==> src/rtl/change_dispenser.sv <==
// rtl/change_dispenser.sv - latches a payment, computes change and pays it as greedy coins
// Optional refund of rejected payments as coins: define CHANGE_DISPENSER_REFUND_EN.
module change_dispenser #(
    parameter int N     = 8,
    parameter int D_HI  = 100,
    parameter int D_MID = 25,
    parameter int D_LO  = 5
) (
    input  logic         clk,
    input  logic         rst_n,
    input  logic         start,
    input  logic [N-1:0] total,
    input  logic [N-1:0] drink_price,
    output logic         busy,
    output logic         accepted,
    output logic [N-1:0] vuelto,
    output logic         coin_valid,
    output logic [2:0]   coin_sel,
    input  logic         coin_ready,
    output logic         done,
    output logic [N-1:0] residue
);

    localparam logic [N-1:0] DH = N'(D_HI);
    localparam logic [N-1:0] DM = N'(D_MID);
    localparam logic [N-1:0] DL = N'(D_LO);

    typedef enum logic [1:0] {IDLE, DISPENSE, DONE} state_t;

    state_t       state;
    logic [N-1:0] remaining;
    logic [N-1:0] coin_amt;
    logic [N-1:0] next_rem;
    logic [N-1:0] diff;
    logic [N-1:0] load_rem;
    logic         pay_ok;

    function automatic logic [2:0] pick(input logic [N-1:0] amt);
        if (amt >= DH)      return 3'b100;
        else if (amt >= DM) return 3'b010;
        else if (amt >= DL) return 3'b001;
        else                return 3'b000;
    endfunction

    always_comb begin
        pay_ok   = (total >= drink_price);
        diff     = total - drink_price;
        coin_amt = coin_sel[2] ? DH : coin_sel[1] ? DM : coin_sel[0] ? DL : '0;
        next_rem = remaining - coin_amt;
`ifdef CHANGE_DISPENSER_REFUND_EN
        load_rem = pay_ok ? diff : total;
`else
        load_rem = pay_ok ? diff : '0;
`endif
    end

    // coin_valid/coin_sel are registered from the value remaining will hold,
    // so they only move on a handshake and stay stable under backpressure.
    always_ff @(posedge clk or negedge rst_n) begin
        if (!rst_n) begin
            state      <= IDLE;
            busy       <= 1'b0;
            accepted   <= 1'b0;
            vuelto     <= '0;
            coin_valid <= 1'b0;
            coin_sel   <= 3'b000;
            done       <= 1'b0;
            residue    <= '0;
            remaining  <= '0;
        end else begin
            case (state)
                IDLE: begin
                    if (start) begin
                        accepted   <= pay_ok;
                        vuelto     <= pay_ok ? diff : total;
                        remaining  <= load_rem;
                        coin_valid <= (load_rem >= DL);
                        coin_sel   <= pick(load_rem);
                        residue    <= '0;
                        busy       <= 1'b1;
                        state      <= DISPENSE;
                    end
                end
                DISPENSE: begin
                    if (!coin_valid) begin
                        done    <= 1'b1;
                        residue <= remaining;
                        state   <= DONE;
                    end else if (coin_ready) begin
                        remaining  <= next_rem;
                        coin_valid <= (next_rem >= DL);
                        coin_sel   <= pick(next_rem);
                    end
                end
                DONE: begin
                    done  <= 1'b0;
                    busy  <= 1'b0;
                    state <= IDLE;
                end
                default: state <= IDLE;
            endcase
        end
    end

endmodule

==> config.mk <==
export PLATFORM = sky130hd
export DESIGN_NAME = change_dispenser
export DESIGN_NICKNAME = d
export VERILOG_FILES = /design/src/rtl/change_dispenser.sv
export SDC_FILE = /design/constraint.sdc
export NUM_CORES = 1
export LEC_CHECK = 0
export BUFFER_PORTS_ARGS = -buffer_cell sky130_fd_sc_hd__buf_2
export CAP_MARGIN = 40
export CORE_MARGIN = 1
export CORE_UTILIZATION = 45
export CTS_CLUSTER_SIZE = 40
export DETAILED_ROUTE_END_ITERATION = 10
export MAX_ROUTING_LAYER = met4
export PLACE_DENSITY = 0.72
export SYNTH_ARGS = -nofsm -noshare
export SYNTH_HDL_FRONTEND = slang
export SYNTH_SLANG_ARGS = --single-unit
==> constraint.sdc <==
create_clock -name clk -period 2.1 [get_ports clk]
set_input_delay 0.42 -clock clk [delete_from_list [all_inputs] [get_ports clk]]
set_output_delay 0.42 -clock clk [all_outputs]
set_load 0.1 [all_outputs]
; Yosys cells after proc, flatten, opt, wreduce, memory -nomap -nowiden
; Cells that the tools add are included.
[totals]
out_inout_bits = 23
ff_bits = 33
word_cells = 68
input_bits = 20
[op_classes]
n_lt_le_gt_ge = 7
n_mux = 33
n_reduce_logical = 11
eq_ne = 6
add_sub_neg = 2
[ops]
columns = cell, count
row1 = 8-bit two-way mux, 7
row2 = 8-bit one-hot mux with 2 select lines, 2
row3 = 3-bit two-way mux, 6
row4 = "8-bit by 3-bit >= comparator with 1-bit output, second input constant", 2
row5 = "8-bit by 5-bit >= comparator with 1-bit output, second input constant", 2
row6 = "8-bit by 7-bit >= comparator with 1-bit output, second input constant", 2
row7 = 2-bit AND reduction, 5
row8 = 8-bit >= comparator, 1
row9 = 2-bit two-way mux, 4
row10 = "2-bit inequality test, second input constant", 4
row11 = 8-bit by 7-bit subtractor with 8-bit output, 1
row12 = 8-bit subtractor, 1
row13 = 1-bit two-way mux, 7
row14 = 7-bit two-way mux, 1
row15 = 1-bit one-hot mux with 2 select lines, 3
row16 = 3-bit one-hot mux with 2 select lines, 1
row17 = 2-bit nonzero test, 3
row18 = 5-bit two-way mux, 1
row19 = 2-bit one-hot mux with 2 select lines, 1
row20 = 4-bit AND reduction, 1
row21 = 3-bit AND reduction, 1
row22 = "2-bit by 1-bit == test with 1-bit output, second input constant", 1
row23 = "2-bit == test, second input constant", 1
row24 = 2-bit zero test, 1

; Longest topological paths before layout
[logic_depth]
word_depth = 11
ltp_mapped = 11
depth_no_buf = 10

; Least setup slack after synthesis
; OpenSTA, ideal clock, no wires.
[synth_path]
kind = register to register
start = register coin_sel[2]
end = register coin_valid
required_time_ns = 1.965
t_arrival_ns = 2.688
path_stages_with_launch = 10
period_less_slack_ns = 2.823
n_path_buf = 0
setup_ns = 0.135
setup_slack_ns = -0.723
path_cell_list = dfrtp_1 -> nor2_1 -> ha_1 -> ha_1 -> nand2b_1 -> a21o_1 -> a311oi_1 -> nand3_1 -> nor4bb_1 -> o31ai_1
[synth_between]
elab_chain_len = 6
[synth_rtl]
columns = element, line_no
row1 = from (decl), 18  ; output logic [2:0] coin_sel,
row2 = from (signal assigned), 78  ; coin_sel <= pick(load_rem);
row3 = from (signal assigned), 92  ; coin_sel <= pick(next_rem);
row4 = 7-bit two-way mux, 48  ; coin_amt = coin_sel[2] ? DH : coin_sel[1] ? DM : coin_sel[0] ? DL : '0;
row5 = 8-bit by 7-bit subtractor with 8-bit output, 49  ; next_rem = remaining - coin_amt;
row6 = 8-bit by 3-bit >= comparator with 1-bit output, 91  ; coin_valid <= (next_rem >= DL);
row7 = 1-bit two-way mux, 89  ; end else if (coin_ready) begin
row8 = 1-bit two-way mux, 85  ; if (!coin_valid) begin
row9 = 1-bit one-hot mux with 2 select lines, 71  ; case (state)
row10 = to (signal assigned), 77  ; coin_valid <= (load_rem >= DL);
row11 = to (signal assigned), 91
row12 = to (decl), 17  ; output logic coin_valid,
; No other way between the ends.
; A chain may end at the register's enable or synchronous reset.

; Final worst setup path
[layout_path]
start = register coin_sel[0]
end = register coin_valid
[layout_between]
elab_chain_len = 8
[layout_rtl]
columns = element, line_no
row1 = 3-bit two-way mux, 48
row2 = 5-bit two-way mux, 48
row3 = 7-bit two-way mux, 48
row4 = 8-bit by 7-bit subtractor with 8-bit output, 49
row5 = 8-bit by 3-bit >= comparator with 1-bit output, 91
row6 = 1-bit two-way mux, 89
row7 = 1-bit two-way mux, 85
row8 = 1-bit one-hot mux with 2 select lines, 71
; No other way between the ends.

==> flow_summary.yaml <==
routing:
  drcViolationCount: 0
  drt_first_pass_iters: 5
  drt_iter0_drc: 222
  drt_wl_total_um: 7780
  ant_nets: 0
  route.vias.total: 2598
  viasPerCell: 5.80
  routedWlPerCell_um: 17.4
place:
  dpl-instance-area_sq_mm: 0.00317
  port_buffers: 42
  hpwl_um: 4830
  gp_congestion: 0.913
floorplan:
  die_y_um: 73.5
  core_area_sq_mm: 0.00482
  die_x_um: 73.5
  start_util_pct: 47.7
  rows: 25
  die-area_sq_mm: 0.00539
  ios: 43
clock_network:
  cts_tree: "done"
  root_buffer: "clkbuf_8"
  clock-sinks: 33
  hold_buffers: 0
  clock_path_buffers: 2
  clk_pin_slew_ps: 80
  htree_num_levels: 2
  numCtsBuffers: 5
  insertion_delay_ps: 290
critical_path:
  start_kind: "register"
  cp_top_family: "simple AND/OR/NAND/NOR gates"
  r2r_cells: 10
  path_depth: 10
  cp.arrival_ps: 2630
  crit_start: "coin_sel[0]"
  slowest_delay_ps: 510
  cp-end-kind: "register"
  rr_endpoint: "coin_valid"
  crit_required_ps: 2260
  r2r-start: "coin_sel[0]"
  worst-path-max-fanout: 3
  path_class: "register to register"
  critPathCapture: "coin_valid"
  path_cells: "nor2_4 -> nor2_4 -> ha_4 -> ha_4 -> nand2b_4 -> a21o_1 -> a311oi_4 -> nand3_2 -> nor4bb_4 -> o31ai_1"
  path_buf_inv: 0
  rrSetupSlack_ps: -370
  cp_slowest_cell: "dfrtp_4"
synth:
  ys_seq_elements: 33
  ys.flop_type: "dfrtp_1"
  seq_area_frac_synth_pct: 35.9
  syn_inst: 268
  syn-cell-area_sq_mm: 0.00230
  synth_enable_flop_cells: 0
  synth_top_cell_area_share_pct: 35.9
  ys.warnings.count: 0
  synthTopCellsByArea: "dfrtp_1 (36%), ha_1 (8.2%), nand2_1 (5.2%)"
  syn_nets: 304
  async_flop_share_pct: 100
  syn_area_per_cell_sq_um: 8.57
  synth.largest_area_cell: "dfrtp_1"
  yosysUniqueCellTypes: 55
global_routing:
  grt_max_degree: 34
  grt-ovfl-total: 0
  grt_pass1_vias: 2358
  grt.total_usage_pct: 28.2
  grt_pass1_wl_um: 11300
  antenna_found_initial: 0
timing:
  slew_headroom_pct: 53.0
  worst_pin_slew_ps: 705
  timing.fmax_mhz: 404
  setup_viol: 21
  final_hold_viol_count: 0
  setup_ws_ps: -372
  period_needed_ps: 2470
  rsz0062_at_grt: "true"
  fin_crit_sh_pct: 118
  holdWs_ps: 181
  tns_ps: -3590
  finClkSkew_ps: 6.47
  report.final.slew_viol_count: 0
outcome:
  status: "finished with violations"
  violations: "setup timing"
cells_and_area:
  layout.nets: 416
  area_growth_pct: 60.7
  final_area_sq_mm: 0.00369
  insertedDiodeCount: 0
  fin_util_pct: 76.6
  layout-drive-gt1-share_pct: 51.4
hold_path:
  hold_class: "primary input to asynchronous set/reset pin"
run:
  max_cap_viol_count: 0
final cells by class:
class / instances / area, sq um
Clock buffer: 5 / 68.8
Multi-Input combinational cell: 207 / 1800
Fill cell: 322 / 1120
Inverter: 19 / 86.3
Timing Repair Buffer: 114 / 800
Sequential cell: 33 / 837
Tap cell: 67 / 83.8
Clock inverter: 3 / 17.5
worst min path at each step:
stage	from	endpoint	depth (start not counted)	slack, ps
2_1_floorplan	rst_n	accepted	0	120
3_3_place_gp	residue[1]	residue[1]	2	460
3_5_place_dp	residue[0]	residue[0]	2	460
4_1_cts	rst_n	remaining[6]	1	210
5_1_grt	rst_n	residue[0]	1	250
6_report	rst_n	accepted	1	180
flip-flops by register name (all words and copies together), names as in the netlist:
name        cells
accepted        1
busy            1
coin_sel        3
coin_valid      1
done            1
remaining       8
residue         8
state           2
vuelto          8
cells by family (layout without fill, tap and decap cells):
| logic type | Yosys count | after routing | synth area share, % |
|---|---|---|---|
| compound gates | 87 | 88 | 26.1 |
| xor+xnor | 8 | 8 | 3.05 |
| fa+ha+maj | 16 | 16 | 9.04 |
| buf+inv | 29 | 141 | 5.17 |
| flops | 33 | 33 | 35.9 |
| mux | 2 | 2 | 0.980 |
| simple gates | 93 | 93 | 19.7 |
through the flow:
stage / setup slack (ps) / std cells
finish: -372 / 448
global route: -392 / 448
CTS: -258 / 447
detailed placement: -643 / 428
global placement: -590 / 428
floorplan: -371 / 268
placed cells by master, fill, tap and decap left out, drive strengths merged, types with 3 or more instances in the layout:
master,count
dfrtp,33
a21o,6
inv,19
o21a,3
ha,15
xor2,3
and2,4
o21ai,16
nand2,32
buf,114
nand3,4
nor2b,6
xnor2,5
nand2b,7
o211ai,3
clkbuf,5
a31oi,6
a21oi,22
or3,4
nor2,23
o31ai,5
Yosys cell counts (3+ instances only):
library cell	instances
xnor2_1	5
a21oi_1	21
xor2_1	3
nand2_1	32
inv_1	19
o21ai_1	7
nor2_1	23
clkbuf_1	7
o31ai_1	5
or3_1	4
and2_1	4
nand2b_1	7
o21ai_0	9
a31oi_1	6
dfrtp_1	33
nor2b_1	6
ha_1	15
a21o_1	6
nand3_1	4
metal layers:
metal	share of wire, %	track usage, %	wire length (um)	up-vias
met3	8.5	5.35	659	23
met2	45	43.8	3490	148
met5	0	-	0	-
met4	2.7	7.26	211	0
met1	44	37.8	3420	1235
li1	-	-	-	1192
repair_timing:
item,4_1_cts,5_1_grt
pin swaps,32,11
setup buffers,10,1
endpoints found under the setup margin,20,21
cloned,1,0
resized for setup,51,25
Power is not shown: default switching activity piles up to over one toggle a cycle in this logic, so the estimate is an artifact.
